## config.mk

```make
export PLATFORM = sky130hd
export DESIGN_NAME = grf_wb_port
export DESIGN_NICKNAME = d
export VERILOG_FILES = /design/src/rtl/grf_wb_port_pkg.sv /design/src/rtl/grf_trace_fifo.sv /design/src/rtl/grf_wb_port.sv
export SDC_FILE = /design/constraint.sdc
export NUM_CORES = 2
export LEC_CHECK = 0
export BUFFER_PORTS_ARGS = -buffer_cell sky130_fd_sc_hd__buf_2
export CAP_MARGIN = 20
export CELL_PAD_IN_SITES_DETAIL_PLACEMENT = 1
export CELL_PAD_IN_SITES_GLOBAL_PLACEMENT = 1
export CORE_UTILIZATION = 25
export DETAILED_ROUTE_END_ITERATION = 7
export PLACE_DENSITY_LB_ADDON = 0.05
export SLEW_MARGIN = 20
export SYNTH_ARGS = -nofsm -noshare
export SYNTH_HDL_FRONTEND = slang
export SYNTH_SLANG_ARGS = --single-unit
```

## constraint.sdc

```tcl
create_clock -name clk -period 3.4 [get_ports clk]
set_input_delay 0.68 -clock clk [delete_from_list [all_inputs] [get_ports clk]]
set_output_delay 0.68 -clock clk [all_outputs]
set_load 0.01 [all_outputs]
```

## src/rtl/grf_wb_port_pkg.sv

```systemverilog
// Shared types and constants for the W-stage register file port.
// Trace entries pack {pc, addr, data} into one 69-bit word.
package grf_wb_port_pkg;

    localparam logic [4:0] REG_ZERO = 5'd0;

    localparam int TRACE_W  = 69;
    localparam int DATA_LSB = 0;
    localparam int DATA_MSB = 31;
    localparam int ADDR_LSB = 32;
    localparam int ADDR_MSB = 36;
    localparam int PC_LSB   = 37;
    localparam int PC_MSB   = 68;

    typedef struct packed {
        logic [31:0] pc;
        logic [4:0]  addr;
        logic [31:0] data;
    } trace_t;

    function automatic trace_t pack_trace(
        input logic [31:0] pc,
        input logic [4:0]  addr,
        input logic [31:0] data
    );
        trace_t t;
        t.pc   = pc;
        t.addr = addr;
        t.data = data;
        return t;
    endfunction

endpackage

```

## src/rtl/grf_trace_fifo.sv

```systemverilog
// Synchronous FIFO for the commit trace; registered head, no fall-through.
// A push into a full FIFO is accepted only when a pop frees a slot that cycle.
module grf_trace_fifo #(
    parameter int WIDTH = 69,
    parameter int DEPTH = 8,
    parameter int CNT_W = $clog2(DEPTH) + 1
) (
    input  logic             clk,
    input  logic             reset,
    input  logic             i_push,
    input  logic             i_pop,
    input  logic [WIDTH-1:0] i_data,
    output logic [WIDTH-1:0] o_data,
    output logic             o_empty,
    output logic [CNT_W-1:0] o_count,
    output logic             o_overflow
);

    localparam int PTR_W = $clog2(DEPTH);

    logic [WIDTH-1:0] r_mem [DEPTH];
    logic [PTR_W-1:0] r_wptr;
    logic [PTR_W-1:0] r_rptr;
    logic [CNT_W-1:0] r_count;
    logic             r_ovf;

    logic w_full;
    logic w_pop;
    logic w_push;
    logic w_drop;

    assign o_empty = (r_count == '0);
    assign w_full  = (r_count == CNT_W'(DEPTH));
    assign w_pop   = i_pop && !o_empty;
    assign w_push  = i_push && (!w_full || w_pop);
    assign w_drop  = i_push && w_full && !w_pop;

    always_ff @(posedge clk) begin
        if (reset) begin
            for (int i = 0; i < DEPTH; i++) begin
                r_mem[i] <= '0;
            end
            r_wptr  <= '0;
            r_rptr  <= '0;
            r_count <= '0;
            r_ovf   <= 1'b0;
        end else begin
            if (w_push) begin
                r_mem[r_wptr] <= i_data;
                r_wptr        <= r_wptr + 1'b1;
            end
            if (w_pop) begin
                r_rptr <= r_rptr + 1'b1;
            end
            if (w_push && !w_pop) begin
                r_count <= r_count + 1'b1;
            end else if (w_pop && !w_push) begin
                r_count <= r_count - 1'b1;
            end
            if (w_drop) begin
                r_ovf <= 1'b1;
            end
        end
    end

    assign o_data     = r_mem[r_rptr];
    assign o_count    = r_count;
    assign o_overflow = r_ovf;

endmodule

```

## src/rtl/grf_wb_port.sv

```systemverilog
// 32x32 register file written from W, read by D with same-cycle bypass.
// Every write (including to x0) is also queued into a commit trace FIFO.
module grf_wb_port
    import grf_wb_port_pkg::*;
#(
    parameter int TRACE_DEPTH = 8,
    parameter int CNT_W       = $clog2(TRACE_DEPTH) + 1
) (
    input  logic             clk,
    input  logic             reset,
    input  logic             W_GRF_WE,
    input  logic [4:0]       W_GRF_A3,
    input  logic [31:0]      W_GRF_Wdata,
    input  logic [31:0]      W_PC,
    input  logic [4:0]       D_GRF_A1,
    input  logic [4:0]       D_GRF_A2,
    output logic [31:0]      D_GRF_RD1,
    output logic [31:0]      D_GRF_RD2,
    output logic             trace_valid,
    input  logic             trace_ready,
    output logic [31:0]      trace_pc,
    output logic [4:0]       trace_addr,
    output logic [31:0]      trace_data,
    output logic [CNT_W-1:0] trace_count,
    output logic             trace_overflow
);

    logic [31:0] r_grf [32];

    logic   w_empty;
    trace_t w_in;
    trace_t w_head;

    always_ff @(posedge clk) begin
        if (reset) begin
            for (int i = 0; i < 32; i++) begin
                r_grf[i] <= '0;
            end
        end else if (W_GRF_WE && (W_GRF_A3 != REG_ZERO)) begin
            r_grf[W_GRF_A3] <= W_GRF_Wdata;
        end
    end

    // x0 wins over bypass so a traced x0 write never leaks into reads
    always_comb begin
        D_GRF_RD1 = r_grf[D_GRF_A1];
        if (D_GRF_A1 == REG_ZERO) begin
            D_GRF_RD1 = '0;
        end else if (W_GRF_WE && (W_GRF_A3 == D_GRF_A1)) begin
            D_GRF_RD1 = W_GRF_Wdata;
        end
    end

    always_comb begin
        D_GRF_RD2 = r_grf[D_GRF_A2];
        if (D_GRF_A2 == REG_ZERO) begin
            D_GRF_RD2 = '0;
        end else if (W_GRF_WE && (W_GRF_A3 == D_GRF_A2)) begin
            D_GRF_RD2 = W_GRF_Wdata;
        end
    end

    assign w_in = pack_trace(W_PC, W_GRF_A3, W_GRF_Wdata);

    grf_trace_fifo #(
        .WIDTH (TRACE_W),
        .DEPTH (TRACE_DEPTH),
        .CNT_W (CNT_W)
    ) u_trace_fifo (
        .clk        (clk),
        .reset      (reset),
        .i_push     (W_GRF_WE),
        .i_pop      (trace_ready),
        .i_data     (w_in),
        .o_data     (w_head),
        .o_empty    (w_empty),
        .o_count    (trace_count),
        .o_overflow (trace_overflow)
    );

    assign trace_valid = !w_empty;
    assign trace_pc    = w_head.pc;
    assign trace_addr  = w_head.addr;
    assign trace_data  = w_head.data;

endmodule

```

After elaboration in Yosys (flattened, before gate mapping)

Memories as Yosys holds them, arrays and structs flattened. A register that Yosys moved wholly into a read port is not among the register bits.
Cells that the tools add are included.

Register bits after elaboration: 11
Latch bits: 0
Memory bits (writable): 1576
Memory bits (read-only): 0
Bits of input ports: 83
Output and inout port bits: 139
Logic and storage cells: 56
Memories: 2

Memory list:

| memory             | depth | width | read ports | clocked after Yosys merged registers in | write ports | RTL line             | source |
|---|---|---|---|---|---|---|---|
| r_grf              | 32    | 32    | 2          | 0                                       | 32          | grf_wb_port.sv:28    | `logic [31:0] r_grf [32];` |
| u_trace_fifo.r_mem | 8     | 69    | 1          | 1                                       | 8           | grf_trace_fifo.sv:21 | `logic [WIDTH-1:0] r_mem [DEPTH];` |

Add/sub/neg operators: 4
Multiply operators: 0
Divide/modulo/power cells: 0
Order comparisons: 0
Equality and inequality tests: 3
Shift-type cells: 0
Muxes and demuxes: 22
Bitwise logic cells: 0
Reduce and logical (&&, ||, !) cells: 21

Operator list:

| operator            | number |
|---|---|
| $mux 32             | 5 |
| $mux 69             | 1 |
| $reduce_or 69->1    | 1 |
| $reduce_or 32->1    | 1 |
| $eq 5x5->1          | 2 |
| $logic_not 5->1     | 2 |
| $mux 1              | 10 |
| $logic_and 1x1->1   | 9 |
| $mux 3              | 3 |
| $mux 4              | 2 |
| $add 3x1->3 const B | 2 |
| $mux 5              | 1 |
| $reduce_bool 5->1   | 1 |
| $add 4x1->4 const B | 1 |
| $eq 4x4->1 const B  | 1 |
| $logic_not 1->1     | 4 |
| $logic_not 4->1     | 1 |
| $sub 4x1->4 const B | 1 |
| $reduce_bool 2->1   | 1 |
| $logic_or 1x1->1    | 1 |

Logic depth before layout (Yosys ltp)

Word-level depth: 10
Gate-level depth with buffers: 11
Gate-level depth less buffers: 11

Hierarchy

A second synthesis with hierarchy kept.

Cell total of the unflattened synthesis: 5382
Area, all modules: 80478.4 um^2

By module, submodules not included:

| module         | times used | cells each | area an instance (um^2) | seq. area each (um^2) |
|---|---|---|---|---|
| grf_wb_port    | 1          | 3886       | 55245.5                 | 30749.5 |
| grf_trace_fifo | 1          | 1496       | 25233.0                 | 16856.2 |

Worst setup path before layout

OpenSTA, ideal clock, no wires.

Path kind: in2reg
From: input reset
To: memory u_trace_fifo.r_mem[0][0] (enable)
Arrival time: 2.655 ns
Path slack: 0.347 ns
Stages: 7
Path buffers: 3
Cells stage by stage: clkbuf_1 > nand2b_1 > or3_1 > buf_2 > nor3_2 > clkbuf_2 > or2_2

RTL lines:

| what               | RTL line             | source |
|---|---|---|
| start: declaration | grf_wb_port.sv:10    | `input logic reset,` |
| end: declaration   | grf_trace_fifo.sv:21 |  |

==> summary.md <==
| Metric | Value |
|---|---|
| Post-DP Area | `about 0.094 sq mm` |
| P&R area growth vs syn | `31.5%` |
| Clock Path Buffers | `4` |
| Final Max Slew Viols | `0` |
| Final Skew | `approximately 36 ps` |
| CTS H-tree depth | `4` |
| VDD IR max | `about 380 uV` |
| Leading area contributor after synthesis | `edfxtp_1` |
| Minimum clock period | `around 3700 ps` |
| Failing checks | `setup timing` |
| Post-synthesis adder-cell area fraction | `0.00102` |
| Async set or reset register ratio after synthesis | `0` |
| Worst Path Arrival | `about 3000 ps` |
| Area contributors post-synth | `edfxtp_1 58%, mux4_2 14%, and2_1 11%` |
| Mapped Cells | `around 5500` |
| Sink Count | `roughly 1600` |
| Initial antenna violation count | `24` |
| Vias per cell | `4.92` |
| Clock transition at path regs | `about 60 ps` |
| Power, Total | `around 58 mW` |
| DRT Wirelength | `roughly 370000 um` |
| Starting Density | `0.252` |
| Yosys top cell area share | `0.584` |
| Fin. Hold Viols | `0` |
| CTS tree | `built` |
| Yosys warns | `0` |
| Overflow after GRT | `0` |
| Slew @ Worst Pin | `1010 ps` |
| Most used DFF post-synth | `edfxtp_1` |
| FF/Latch Area | `approximately 0.048 sq mm` |
| Final period utilization | `1.08` |
| Gpl congestion | `approximately 0.8` |
| Core Rows | `around 210` |
| Post-synthesis mux area share | `0.197` |
| Final Cell Area | `0.107 sq mm` |
| Worst-path maximum fanout | `2` |
| Vias in the first global route | `roughly 57000` |
| Synth Area per Inst | `around 15 sq um` |
| DRC viols | `0` |
| Power Density | `approximately 550 mW/mm^2` |
| Number of synthesized flops with an enable pin | `1576` |
| CTS buffer count | `210` |
| Compound-Gate Fraction of Synth Area | `0.0397` |
| IO buf count | `between 200 and 250` |
| Post-synthesis sequential area ratio | `0.587` |
| Syn Std Cell Area | `a little over 0.08 sq mm` |
| Post-DP HPWL | `246000 um` |
| Crit. End Element | `output port` |
| Worst Path Required | `roughly 2700 ps` |
| Post-synthesis cell type count | `between 70 and 80` |
| Area of the multi-input gates | `0.0340 sq mm` |
| Clk_lat worst skew | `roughly 900 ps` |
| Post-synthesis xor/xnor area fraction | `0.00184` |
| Fraction of layout cells with a size suffix above 1 | `0.389` |
| CP Launch Type | `flip-flop` |
| Peak Freq | `~0.27 GHz` |
| Global-route wire length before repair | `roughly 510000 um` |
| Max-Cap Viols | `0` |
| Core Area | `between 0.3 and 0.4 sq mm` |
| Top-Level Pins | `222` |
| Remaining antenna violation count | `0` |
| Tightest Hold Check Type | `primary input to flip-flop` |
| Total track usage | `0.227` |
| Die height | `about 570 um` |
| Largest net degree at the start of global routing | `65` |
| Flops & latches, synth | `around 1600` |
| Critical path type | `flip-flop to output port` |
| Largest family of logic cells by synthesized area | `multiplexers` |
| Unrepaired setup endpoints after global routing | `true` |
| Post-Synth Simple-Gate Area | `0.138` |
| Initial detailed-routing violation count | `roughly 3900` |
| Fillers | `between 30000 and 40000` |
| # setup viols final | `around 110` |
| Fin nets | `approximately 6300` |
| Die Width | `around 570 um` |
| Worst Slack Setup Final | `-289 ps` |
| Via count | `roughly 53000` |
| Slew HR | `0.324` |
| Run status | `finished, violations left` |
| Pleak | `37.9 nW` |
| Wire per inst | `around 35 um` |
| Root Driver | `clkbuf_16` |
| Pre-Repair DR Iteration Count | `7` |
| Die Area | `approximately 0.33 sq mm` |
==> critical path, stage by stage (launching register included) <==
cell and delay (ps):
edfxtp_1 410, mux4_2 540, a211oi_4 350, buf_6 150, a211oi_4 50, a311o_1 410, buf_2 180
==> registers in the layout (all words and copies together), names as in the netlist, named ones only <==
signal / cells
u_trace_fifo.r_rptr: 3
u_trace_fifo.r_mem: 552
u_trace_fifo.o_overflow: 1
u_trace_fifo.o_count: 4
r_grf: 1024
u_trace_fifo.r_wptr: 3
==> synthesized netlist by cell type, drive strengths merged, types with 9 or more instances <==
cell,count
a221oi,49
nand2,59
a22o,20
nor4,25
dfxtp,14
mux2i,284
xnor2,9
a2111oi,21
mux2,137
a211o,10
buf,177
mux4,515
clkbuf,383
a211oi,36
and2,1362
or2,44
o21bai,10
a22oi,35
nand2b,14
a21oi,56
o21ai,39
a221o,13
and3,19
nor2,94
edfxtp,1576
inv,14
o211ai,22
nand3,10
nor3,225
o22ai,79
==> layout make-up <==
| type | instances | share of cell area |
|---|---|---|
| sequential | 1590 | 0.447 |
| multi-input combinational | 3317 | 0.319 |
| timing repair buffer | 1120 | 0.121 |
| clock buffer | 258 | 0.0524 |
| tap | 4305 | 0.0505 |
| clock inverter | 118 | 0.0101 |
| inverter | 15 | 0.000575 |
| antenna | 8 | 0.000188 |
==> report_power, final <==
part | internal (mW) | leakage, nW | switching, mW
Clock | 13.0 | 3.26 | 9.29
Sequential | 22.7 | 15.6 | 0.565
Combinational | 6.23 | 19.0 | 6.57
Total | 41.9 | 37.9 | 16.4
==> cells by family after synthesis <==
family | Yosys count
AND/OR/NAND/NOR | 1888
adder cells (fa/ha/maj) | 6
buffers and inverters | 575
flip-flops | 1590
XOR/XNOR | 17
multiplexers | 936
AO/OA/AOI/OAI | 438
other | 1
==> through the flow <==
step / hold WS, ps / util / std cells / TNS [ps] / setup WS, ps
final: 127 / 0.331 / 10731 / -9360 / -289
after global routing: 116 / 0.331 / 10725 / -17030 / -327
after CTS: 52.4 / 0.328 / 10709 / -20500 / -357
after detailed placement: 479 / 0.291 / 10223 / -36460 / -1180
after global placement: 456 / 0.291 / 10222 / -36300 / -1150
after floorplan: 454 / - / 5482 / 0 / 347
==> layer usage <==
| metal | up-vias | wire [um] | global-route usage |
|---|---|---|---|
| met5 | - | 12 | 0 |
| met4 | 2 | 9460 | 0.0563 |
| met3 | 411 | 13200 | 0.0275 |
| met2 | 1090 | 190000 | 0.403 |
| met1 | 28765 | 161000 | 0.291 |
| li1 | 22527 | - | - |
==> layout by cell type (no fill, tap or decap), types with 19 or more instances in the layout <==
cell type  Yosys  final
a21oi_1       56     30
a221oi_1      49     20
a221oi_2       0     25
a22o_1        20     19
a22oi_1       35     23
and2_1      1362   1352
buf_12         4    234
buf_16         0     38
buf_2         74    110
buf_4         33    527
buf_6         31    171
buf_8         10     29
bufinv_16      0     19
clkbuf_1     358     39
clkbuf_16      0    220
clkinv_1       1     50
clkinv_2       0     37
conb_1         1     32
edfxtp_1    1576   1576
mux2_2       137     72
mux2_4         0     65
mux2i_1      284    232
mux2i_4        0     34
mux4_2       512    515
nand2_1       59     52
nor2_1        90     33
nor2_2         4     25
nor2_4         0     36
nor3_1       224    196
o211ai_1      22     22
o21ai_0       35     30
o22ai_1       79     48
o22ai_2        0     22
or2_2         43     33
==> what timing repair did <==
action	4_1_cts	5_1_grt
hold buffers	1	0
gates cloned	32	4
buffers inserted	121	41
endpoints found under the setup margin	133	133
pin swaps	169	128
hold endpoints to repair	1	0
gates resized for setup	770	215
==> final timing paths <==
kind         depth (start not counted)  slack, ps               startpoint                   endpoint
min                                  2        130                 W_PC[10]  u_trace_fifo.r_mem[6][47]
max reg2reg                         11        270  u_trace_fifo.o_count[0]    u_trace_fifo.o_count[3]
max                                  6       -290             r_grf[14][6]               D_GRF_RD1[6]
min reg2reg                          2        490   u_trace_fifo.r_rptr[1]                  flip-flop
Power figures use the tool's default switching activity.
